$ cat config.mk
export PLATFORM = sky130hd
export DESIGN_NAME = pipe_hazard_ctrl
export DESIGN_NICKNAME = d
export VERILOG_FILES = /design/src/rtl/pipe_hazard_ctrl_pkg.sv /design/src/rtl/pipe_hazard_ctrl_slot_cmp.sv /design/src/rtl/pipe_hazard_ctrl.sv
export SDC_FILE = /design/constraint.sdc
export NUM_CORES = 1
export LEC_CHECK = 0
export CAP_MARGIN = 20
export CELL_PAD_IN_SITES_DETAIL_PLACEMENT = 0
export CELL_PAD_IN_SITES_GLOBAL_PLACEMENT = 2
export CORE_MARGIN = 2
export CORE_UTILIZATION = 35
export DETAILED_ROUTE_END_ITERATION = 7
export DONT_BUFFER_PORTS = 1
export GPL_ROUTABILITY_DRIVEN = 0
export PLACE_DENSITY = 0.85
export RECOVER_POWER = 100
export SYNTH_ARGS = -nofsm -noshare
export SYNTH_HDL_FRONTEND = slang
export SYNTH_SLANG_ARGS = --single-unit
$ cat constraint.sdc
create_clock -name clk -period 3.1 [get_ports clk]
set_clock_uncertainty 0.2 [all_clocks]
set_input_delay 0.465 -clock clk [delete_from_list [all_inputs] [get_ports clk]]
set_output_delay 0.465 -clock clk [all_outputs]
set_load 0.05 [all_outputs]
$ cat src/rtl/pipe_hazard_ctrl_pkg.sv
// Shared types and constants for the pipeline hazard controller.
// Compare lanes are indexed {src_is_rt, slot_is_mem}: 0 rs/EX, 1 rs/MEM, 2 rt/EX, 3 rt/MEM.
package pipe_hazard_ctrl_pkg;

  typedef enum logic [1:0] {
    FWD_REGFILE = 2'b00,
    FWD_EX      = 2'b01,
    FWD_MEM     = 2'b10
  } fwd_sel_e;

  localparam int unsigned NUM_CMP = 4;
  localparam logic [NUM_CMP-1:0] CMP_EX_MASK = 4'b0101;

endpackage

$ cat src/rtl/pipe_hazard_ctrl_slot_cmp.sv
// Compares one ID source register against one in-flight scoreboard slot.
module hazard_slot_cmp #(
  parameter int unsigned REGNOBITS = 4
) (
  input  logic                 en,
  input  logic [REGNOBITS-1:0] src,
  input  logic                 slot_v,
  input  logic [REGNOBITS-1:0] slot_reg,
  input  logic                 slot_ld,
  output logic                 match,
  output logic                 is_ld
);

  always_comb begin
    match = en && slot_v && (slot_reg == src);
    is_ld = match && slot_ld;
  end

endmodule

$ cat src/rtl/pipe_hazard_ctrl.sv
// Central hazard controller: EX/MEM write scoreboard, stall/bubble/flush generation,
// rs/rt forwarding selects and stall/flush performance counters.
module pipe_hazard_ctrl
  import pipe_hazard_ctrl_pkg::*;
#(
  parameter int unsigned REGNOBITS = 4,
  parameter bit          FWD_EN    = 1'b0,
  parameter int unsigned CNTBITS   = 32
) (
  input  logic                 clk,
  input  logic                 RESET_N,
  input  logic                 id_valid,
  input  logic [REGNOBITS-1:0] id_rs,
  input  logic [REGNOBITS-1:0] id_rt,
  input  logic                 id_chk_rt,
  input  logic                 id_wr_reg,
  input  logic [REGNOBITS-1:0] id_wregno,
  input  logic                 id_is_ld,
  input  logic                 ex_mispred,
  input  logic                 cnt_clr,
  output logic                 stall_fe,
  output logic                 bubble_id,
  output logic                 flush_fe,
  output logic [1:0]           fwd_rs_sel,
  output logic [1:0]           fwd_rt_sel,
  output logic [CNTBITS-1:0]   stall_cnt,
  output logic [CNTBITS-1:0]   flush_cnt
);

  typedef struct packed {
    logic                 v;
    logic [REGNOBITS-1:0] regno;
    logic                 ld;
  } slot_t;

  slot_t              slot_ex, slot_mem;
  logic [NUM_CMP-1:0] hit, ld_hit;
  logic               hz;
  fwd_sel_e           rs_sel, rt_sel;

  for (genvar i = 0; i < NUM_CMP; i++) begin : g_cmp
    localparam bit IS_RT  = (i / 2) == 1;
    localparam bit IS_MEM = (i % 2) == 1;
    hazard_slot_cmp #(.REGNOBITS(REGNOBITS)) u_cmp (
      .en       (IS_RT  ? id_chk_rt      : 1'b1),
      .src      (IS_RT  ? id_rt          : id_rs),
      .slot_v   (IS_MEM ? slot_mem.v     : slot_ex.v),
      .slot_reg (IS_MEM ? slot_mem.regno : slot_ex.regno),
      .slot_ld  (IS_MEM ? slot_mem.ld    : slot_ex.ld),
      .match    (hit[i]),
      .is_ld    (ld_hit[i])
    );
  end

  // With forwarding only a load still in EX cannot be bypassed; EX wins over MEM
  // because it holds the youngest writer of the register.
  always_comb begin
    hz     = 1'b0;
    rs_sel = FWD_REGFILE;
    rt_sel = FWD_REGFILE;
    if (FWD_EN) begin
      hz = id_valid && |(ld_hit & CMP_EX_MASK);
      if (id_valid) begin
        if (hit[0])      rs_sel = FWD_EX;
        else if (hit[1]) rs_sel = FWD_MEM;
        if (hit[2])      rt_sel = FWD_EX;
        else if (hit[3]) rt_sel = FWD_MEM;
      end
    end else begin
      hz = id_valid && |hit;
    end
  end

  always_comb begin
    flush_fe   = RESET_N && ex_mispred;
    stall_fe   = RESET_N && hz && !ex_mispred;
    bubble_id  = stall_fe || flush_fe;
    fwd_rs_sel = RESET_N ? 2'(rs_sel) : 2'b00;
    fwd_rt_sel = RESET_N ? 2'(rt_sel) : 2'b00;
  end

  always_ff @(posedge clk or negedge RESET_N) begin
    if (!RESET_N) begin
      slot_ex  <= '0;
      slot_mem <= '0;
    end else begin
      slot_mem <= slot_ex;
      if (bubble_id) slot_ex <= '0;
      else           slot_ex <= '{v: id_valid && id_wr_reg, regno: id_wregno, ld: id_is_ld};
    end
  end

  always_ff @(posedge clk or negedge RESET_N) begin
    if (!RESET_N) begin
      stall_cnt <= '0;
      flush_cnt <= '0;
    end else if (cnt_clr) begin
      stall_cnt <= '0;
      flush_cnt <= '0;
    end else begin
      stall_cnt <= stall_cnt + CNTBITS'(stall_fe);
      flush_cnt <= flush_cnt + CNTBITS'(flush_fe);
    end
  end

endmodule

==> impl_results.md <==
* Status: finished, violations left
* Failing checks: max-capacitance violations, max-slew violations
* Placed cell areas at 4040 um^2
* Post-layout minimum cycle time at between 2000 and 3000 ps
* Worst Hold Slack at 28.1 ps
* # rows at 36
* Max cap viols at 1
* GRT Total Usage at ~14%
* Synthesized area at 3560 um^2
* Die X at 105 um
* Final Hold Fails at 0
* Core area at about 9800 um^2
* Syn-to-layout area delta at 16.4%
* Share of layout cells above drive strength 1 at roughly 8.3%
* Total Nets Final at 429
* TritonCTS Buffers at 9
* Post-synthesis cell count at 354
* First-pass iteration count of the detailed router at 4
* Power Dens Cells at 435 nW/um^2
* Post-synth top cells: dfrtp_1 (74), nor2_1 (68), xor2_1 (51), nand3_1 (29), nand2_1 (28)
* Max clock buf depth at 2
* Yosys warns at 0
* Seq/Total Area, Yosys at 52.0%
* Largest area contributor in the netlist: dfrtp_1
* Asr flop ratio synth at 100%
* Count leader, synth: dfrtp_1
* First-pass GRT wire length at 12.8 mm
* WP buf/inv at 1
* CTS tree: done
* DRT antenna net count at 0
* Final setup vio count at 0
* Post-synth top flop: dfrtp_1
* Area share of the largest cell type after synthesis at 52.0%
* # IOs at 91
* Worst-Margin Slew at between 1500 and 2000 ps
* Avg Cell Area, Syn at 10.1 um^2
* Unrepaired setup endpoints after global routing: no
* Crit share post-route at between 90% and 100%
* Die Ht at 105 um
* H-tree depth at 3
* Vias in the first global route at 2624
* Worst setup SP type: register
* Delay-heaviest family, CP: simple AND/OR/NAND/NOR gates
* Clk slew on worst S/H paths at 80 ps
* WL final at 7.79 mm
* Starting density of the core at around 36%
* Routed wire per std cell at approximately 14 um
* Later-pin clock latency in the skew report at approximately 340 ps
* Cell Chain, Critical Path: clkbuf_1 -> and4_1 -> nand3_1 -> nor4_4 -> nand4_1 -> xor2_1 -> nor2_1
* Die area at 11000 um^2
* IO buf count at 0
* FMAX at 350 MHz
* Vias at 2616
* Delay of the slowest critical-path stage at 630 ps
* Max-slew headroom at -23.9%
* Total negative setup slack at 0 ps
* Initial antenna violation count at 0
* Post-DP HPWL at between 5 and 6 mm
* Crit path DAT at 2920 ps
* CP endpoint kind: register
* Residual DRC at 0
* Worst IR Drop VDD at 0.000272 V
* EDFF count, synth at 0
* CP max stage cell: clkbuf_1
* CP max FO at 7
* HP Class: in2reg
* Pin count of the biggest net entering global routing at 75
* Diodes inserted at 0
* Synth area leaders: dfrtp_1 (52%), xor2_1 (13%), nor2_1 (7.2%)
* Clock Sink Count at 74
* CTS root buffer: clkbuf_8
* Design area at 4150 um^2
* Via-per-instance ratio at 4.83
* Critical Path RT at 3160 ps
* Leakage power at 1.88 nW
* DRT iter0 DRCs at 106
* CP Class: reg2reg
* Fin. max-slew vios at 75
* Yosys reg bits at 74
* Library cells used by synthesis at 36
* GRT overflow at 0
final timing paths:
kind                                 end         start  slack (ps)  cells past startpoint
max                        flush_cnt[31]  flush_cnt[8]         250                      7
min                           slot_ex[3]  id_wregno[2]          30                      2
max reg2reg                flush_cnt[31]  flush_cnt[8]         250                      7
min reg2reg                  slot_mem[5]    slot_ex[5]         220                      0
max in group asynchronous  flush_cnt[31]       RESET_N         600                      2
min in group asynchronous  flush_cnt[15]       RESET_N         980                      2
area by class of cell:
type / instances / area [um^2]
well taps: 133 / 166
clock inverters: 3 / 40.0
clock buffers: 12 / 145
repair buffers: 50 / 244
multi-input cells: 265 / 1680
inverters: 5 / 18.8
fillers: 1008 / 5670
flip-flops and latches: 74 / 1850
power breakdown:
part           internal (mW)  switching [mW]
combinational         0.0251          0.0691
clock                  0.388           0.339
sequential             0.975         0.00925
total                   1.39           0.417
registers in the layout, indices dropped and copies added, names as in the netlist:
signal / count
slot_mem: 5
slot_ex: 5
flush_cnt: 32
stall_cnt: 32
worst reg2reg max path, cell delays in order (launching register included):
cell and delay [ps]:
dfrtp_1 330, clkbuf_1 630, and4_1 380, nand3_1 210
nor4_4 590, nand4_1 170, xor2_1 180, nor2_1 100
repair_timing:
| item | 4_1_cts | 5_1_grt |
|---|---|---|
| endpoints found under the setup margin | 0 | 6 |
| resized for setup | 0 | 5 |
| hold endpoints to repair | 138 | 0 |
| hold buffers | 3 | 0 |
| buffers inserted | 0 | 2 |
metal layers:
metal  track usage, %  wire [um]  vias up  share of wire, %
met4             5.24         90        0               1.2
li1                 -          -     1268                 -
met3             4.87        521        8               6.7
met2             22.8       3660       63                47
met5                0          0        -                 0
met1             18.4       3520     1277                45
layout by cell type, fill, tap and decap left out, types with 2 or more instances in the layout:
master	instances
a21oi_1	3
clkbuf_1	45
clkinv_2	2
inv_1	5
and3_1	13
nand3_1	29
xnor2_1	21
buf_4	2
or2_2	2
ha_1	3
and4_1	4
or3_1	2
nor3_4	2
xor2_1	51
nand2_1	27
nand4_1	11
o21ai_0	3
conb_1	4
nor2b_1	4
dfrtp_1	74
clkbuf_2	2
clkbuf_8	10
nor2_1	67
stage by stage:
step / utilization [%] / std cells / total power [mW] / setup WS, ps
2_1_floorplan: - / 357 / 1.07 / 30.7
3_3_place_gp: 41.1 / 522 / 1.06 / 163
3_5_place_dp: 41.1 / 522 / 1.06 / 92.2
4_1_cts: 43.7 / 540 / 1.84 / 90.5
5_1_grt: 42.2 / 542 / 1.90 / 11.8
6_report: 42.2 / 542 / 1.81 / 246
kinds of logic after synthesis:
group,count (synthesis),share of synthesized area (%)
AND/OR/NAND/NOR,173,24.2
XOR/XNOR,72,17.7
AO/OA/AOI/OAI,12,2.21
adder cells (fa/ha/maj),4,1.41
flip-flops,74,52.0
buffers and inverters,18,2.32
other,1,0.105
Power figures use the tool's default switching activity.
